## config.mk

```make
export PLATFORM = sky130hd
export DESIGN_NAME = rle_encoder
export DESIGN_NICKNAME = d
export VERILOG_FILES = /design/src/rtl/rle_encoder.sv
export SDC_FILE = /design/constraint.sdc
export NUM_CORES = 1
export LEC_CHECK = 0
export CELL_PAD_IN_SITES_DETAIL_PLACEMENT = 0
export CELL_PAD_IN_SITES_GLOBAL_PLACEMENT = 1
export CORE_ASPECT_RATIO = 1.4
export CORE_MARGIN = 8
export CORE_UTILIZATION = 35
export CTS_BUF_LIST = sky130_fd_sc_hd__clkbuf_2 sky130_fd_sc_hd__clkbuf_4 sky130_fd_sc_hd__clkbuf_8
export CTS_CLUSTER_DIAMETER = 50
export DETAILED_ROUTE_END_ITERATION = 6
export PLACE_DENSITY_LB_ADDON = 0.1
export SETUP_SLACK_MARGIN = 0.2
export SYNTH_ARGS = -nofsm -noshare
export SYNTH_HDL_FRONTEND = slang
export SYNTH_SLANG_ARGS = --single-unit
```

## constraint.sdc

```tcl
create_clock -name wclk -period 2.5 [get_ports wclk]
set_clock_uncertainty 0.15 [all_clocks]
set_input_delay 0.625 -clock wclk [delete_from_list [all_inputs] [get_ports wclk]]
set_output_delay 0.625 -clock wclk [all_outputs]
set_load 0.02 [all_outputs]
```

## src/rtl/rle_encoder.sv

```systemverilog
// ---------------------------------------------------------------------------
// rle_encoder
//
// Run-length encoder feeding a downstream byte FIFO. Consecutive equal input
// bytes are collapsed into one run, which is written to the FIFO as two bytes:
// the run length (1..MAX_RUN) followed by the symbol. A run is written out
// when the symbol changes, when it would grow past MAX_RUN, or when a byte
// flagged with in_last arrives. The byte that ends a run is parked in a
// one-entry pending slot and becomes the start of the next run once the
// current run has been written.
//
// Parameters
//   MAX_RUN    longest run carried by one count byte (2..255)
//
// Ports
//   wclk       clock, all state updates on its rising edge
//   rst        synchronous active-high reset
//   in_valid   an input byte is offered
//   in_data    offered input byte
//   in_last    offered byte ends the stream and forces a flush
//   in_ready   encoder accepts the offered byte this cycle
//   fifo_full  downstream FIFO cannot take a byte this cycle
//   wr         FIFO write strobe (combinational, never high with fifo_full)
//   data_out   byte written to the FIFO when wr=1, 8'h00 otherwise
//   busy       a run is held or being emitted
// ---------------------------------------------------------------------------
module rle_encoder #(
    parameter int unsigned MAX_RUN = 255
) (
    input  logic       wclk,
    input  logic       rst,
    input  logic       in_valid,
    input  logic [7:0] in_data,
    input  logic       in_last,
    output logic       in_ready,
    input  logic       fifo_full,
    output logic       wr,
    output logic [7:0] data_out,
    output logic       busy
);

    typedef enum logic [1:0] {
        IDLE     = 2'd0,
        ACCUM    = 2'd1,
        EMIT_CNT = 2'd2,
        EMIT_SYM = 2'd3
    } state_t;

    localparam logic [7:0] MAX_CNT = 8'(MAX_RUN);

    state_t     state;
    state_t     state_nxt;

    logic [7:0] cnt;        // length of the run being held
    logic [7:0] cur_sym;    // symbol of the run being held
    logic [7:0] pend_sym;   // byte that terminated the current run
    logic       pend;       // pend_sym holds a byte still to be encoded
    logic       pend_last;  // the pending byte carried in_last

    logic       accept;
    logic       extend;

    assign accept = in_valid & in_ready;

    // Incoming byte can be folded into the held run.
    assign extend = (in_data == cur_sym) && (cnt < MAX_CNT);

    // -----------------------------------------------------------------------
    // State register
    // -----------------------------------------------------------------------
    // NOTE: sequential state is assigned with <= so every register samples
    // the pre-edge values of the others, regardless of statement order.
    always_ff @(posedge wclk) begin
        if (rst) begin
            state <= IDLE;
        end else begin
            state <= state_nxt;
        end
    end

    // -----------------------------------------------------------------------
    // Next-state logic
    // -----------------------------------------------------------------------
    // NOTE: state_nxt is given a default before the case so that every path
    // assigns it and no latch is inferred.
    always_comb begin
        state_nxt = state;
        unique case (state)
            IDLE: begin
                if (accept) begin
                    state_nxt = in_last ? EMIT_CNT : ACCUM;
                end
            end
            ACCUM: begin
                if (accept) begin
                    // A terminating byte always flushes; a matching byte only
                    // flushes when it also ends the stream.
                    if (extend) begin
                        state_nxt = in_last ? EMIT_CNT : ACCUM;
                    end else begin
                        state_nxt = EMIT_CNT;
                    end
                end
            end
            EMIT_CNT: begin
                if (wr) begin
                    state_nxt = EMIT_SYM;
                end
            end
            EMIT_SYM: begin
                if (wr) begin
                    if (pend) begin
                        state_nxt = pend_last ? EMIT_CNT : ACCUM;
                    end else begin
                        state_nxt = IDLE;
                    end
                end
            end
            default: state_nxt = IDLE;
        endcase
    end

    // -----------------------------------------------------------------------
    // Output logic. Everything is forced quiet while rst is high so a held
    // run never leaks a write during reset.
    // -----------------------------------------------------------------------
    always_comb begin
        in_ready = 1'b0;
        wr       = 1'b0;
        data_out = 8'h00;
        busy     = 1'b0;
        if (!rst) begin
            busy = (state != IDLE);
            unique case (state)
                IDLE, ACCUM: begin
                    in_ready = 1'b1;
                end
                EMIT_CNT: begin
                    wr       = ~fifo_full;
                    data_out = cnt;
                end
                EMIT_SYM: begin
                    wr       = ~fifo_full;
                    data_out = cur_sym;
                end
                default: ;
            endcase
        end
    end

    // -----------------------------------------------------------------------
    // Run datapath
    // -----------------------------------------------------------------------
    always_ff @(posedge wclk) begin
        if (rst) begin
            cnt       <= 8'd0;
            cur_sym   <= 8'd0;
            pend_sym  <= 8'd0;
            pend      <= 1'b0;
            pend_last <= 1'b0;
        end else begin
            unique case (state)
                IDLE: begin
                    if (accept) begin
                        cur_sym <= in_data;
                        cnt     <= 8'd1;
                    end
                end
                ACCUM: begin
                    if (accept) begin
                        if (extend) begin
                            cnt <= cnt + 8'd1;
                        end else begin
                            // cnt is left alone: it is the count still to be
                            // written for the run being closed.
                            pend_sym  <= in_data;
                            pend      <= 1'b1;
                            pend_last <= in_last;
                        end
                    end
                end
                EMIT_SYM: begin
                    if (wr && pend) begin
                        cur_sym <= pend_sym;
                        cnt     <= 8'd1;
                        pend    <= 1'b0;
                    end
                end
                default: ;
            endcase
        end
    end

endmodule
```

==> flow_summary.yaml <==
critical_path:
  critPathRequiredTime_ns: 2.54
  start_kind: "primary input"
  rrSetupSlack_ns: 0.47
  crit_path_max_fanout: 4
  critical_path_class: "in -> reg"
  arrival_ns: 2.33
  end_kind: "flip-flop"
sta:
  final_hold_viol_count: 0
  rsz0062_at_grt: "true"
  fin_tns_setup_ns: 0
  fin_crit_sh: 0.9187
  tightest_slew_ns: 0.3654
  finalCriticalPeriod_ns: 2.297
  setup_viol: 0
  slew_violations: 0
  relSlewSlack: 0.7564
  fmax_mhz: 435.4
synth:
  synthDominantCellAreaShare: 0.3598
  syn-cell-area_sq_mm: 0.001558
  post_synth_inst_count: 192
  ys_types: 33
  ys_warn_count: 0
  synth_common_cells: "dfxtp_1 (28), nor2_1 (28), nand2_1 (23)"
  synth_enable_flop_cells: 0
  synthFlopType: "dfxtp_1"
  ys_ff_latch: 28
  synth_top_cell_by_area: "dfxtp_1"
  seq_area_frac_synth: 0.3598
  synth_top_cells_by_area: "dfxtp_1 (36%), mux2i_1 (11%), nor2_1 (6.7%)"
  synthArstFlopShare: 0
  syn-num-nets: 206
  avgSynthCellArea_sq_um: 8.113
cts:
  insertion_delay_ns: 0.28
  tritoncts: "done"
  clk_pin_slew_ns: 0.10
  cts_root_buf: "clkbuf_8"
  h-tree-depth: 1
  hold_buffers: 0
  cts_sinks: 28
  cts_buffer_depth: 2
  numCtsBuffers: 3
final_layout:
  num-nets-final: 265
  drive_gt1_frac: 0.3000
  n_antenna_cell: 0
  area_growth_pct: 46.67
  fillers: 404
pwr:
  peakVddDrop_v: 0.0002898
  p_per_area_mw_per_mm2: 511.4
  fin_total_pwr_mw: 1.168
  p_leak_nw: 0.8986
route:
  drc: 0
  drt-initial-drc-count: 56
  via_count: 1590
  wl_per_cell_um: 14.49
  drt-pass1-iter-count: 4
  viasPerCell: 5.129
  ant_nets: 0
  wl_mm: 4.491
global_route:
  grt_max_degree: 23
  grt_pass1_wl_mm: 7.679
  grt_remaining_overflow: 0
  track_usage: 0.1395
  antenna_found_initial: 0
  grt_pass1_vias: 1637
die:
  io_pins: 24
  die_area_sq_mm: 0.006872
  row_count: 28
  core-area_sq_mm: 0.004239
  die_y_um: 94.94
  die_w_um: 72.39
  start_util: 0.3675
place:
  gp_congestion: 0.7803
  io_buffers: 23
  place_hpwl_mm: 3.339
job:
  drv_cap: 0
min_path:
  hp-class: "reg -> reg"
run_status:
  outcome: "finished, final reports clean"
cells in the final DEF (no fill, tap or decap), drive strengths merged, types with 2 or more instances in the layout:
| cell type | synthesis | layout |
|---|---|---|
| a31oi | 4 | 4 |
| xor2 | 8 | 8 |
| mux2i | 17 | 17 |
| a311oi | 9 | 9 |
| o21ai | 8 | 8 |
| nand2 | 23 | 23 |
| dlygate4sd2 | 0 | 9 |
| a21oi | 12 | 12 |
| dfxtp | 28 | 28 |
| nand3 | 13 | 13 |
| and3 | 3 | 3 |
| buf | 4 | 52 |
| nand4 | 3 | 3 |
| clkdlybuf4s50 | 0 | 2 |
| inv | 6 | 6 |
| clkbuf | 6 | 3 |
| nor2 | 28 | 28 |
| nor4 | 2 | 2 |
| or3 | 6 | 6 |
area by class of cell:
cell class              instances  area, sq um  area share
multi-input cells             148         1033      0.4524
flip-flops and latches         28        560.5      0.2453
repair buffers                 64        521.8      0.2284
well taps                      60        75.07     0.03286
clock buffers                   3        41.29     0.01807
clock inverters                 1        30.03     0.01314
inverters                       6        22.52    0.009858
flip-flops by register name (all words and copies together) (netlist names):
register / count
cnt: 8
cur_sym: 8
pend_sym: 8
state: 2
pend: 1
pend_last: 1
where the power goes:
part	switching, mW	internal [mW]
combinational	0.164	0.141
sequential	0.0261	0.470
clock	0.152	0.215
stage by stage:
stage	area (sq um)	worst slack, ns	utilization	hold WS [ns]	instances
after floorplan	1558	0.3181	-	0.3097	192
after CTS	2258	0.2120	0.5328	0.3537	308
after global routing	2285	0.1458	0.5390	0.3777	310
final	2285	0.2031	0.5390	0.3569	310
after global placement	2031	-0.3679	0.4790	0.3239	292
after detailed placement	2031	-0.3767	0.4790	0.3347	292
kinds of logic (layout without fill, tap and decap cells):
logic type	count (synthesis)	after routing	synth area share
flip-flops	28	28	0.3598
AND/OR/NAND/NOR	84	84	0.2723
buffers and inverters	16	74	0.04498
XOR/XNOR	8	8	0.04498
adder cells (fa/ha/maj)	1	1	0.008031
multiplexers	17	17	0.1092
AO/OA/AOI/OAI	38	38	0.1606
repair_timing:
| action | 4_1_cts | 5_1_grt |
|---|---|---|
| setup buffers | 12 | 2 |
| pin swaps | 12 | 1 |
| endpoints found under the setup margin | 28 | 9 |
| gates resized for setup | 80 | 2 |
per-layer routing:
metal	track usage	wire length [um]
met1	0.1566	1975
met2	0.2530	2318
met3	0.02121	112
met4	0.06030	85
met5	0	0
worst max-delay path, stage by stage:
cell           delay, ns
dlygate4sd2_1       0.28
xor2_2              0.20
nor4_4              0.28
buf_4               0.19
buf_4               0.13
a31oi_4             0.09
buf_4               0.18
buf_4               0.13
o31ai_1             0.23
worst paths after layout:
check | cells past startpoint | endpoint | start
worst min-delay path | 2 | pend_sym[0] | pend_sym[0]
worst max register to register | 8 | pend_last | cur_sym[0]
worst max-delay path | 9 | pend_last | in_data[2]
worst min register to register | 2 | pend_sym[0] | pend_sym[0]
Note: power is estimated with default switching activity, not from simulation.
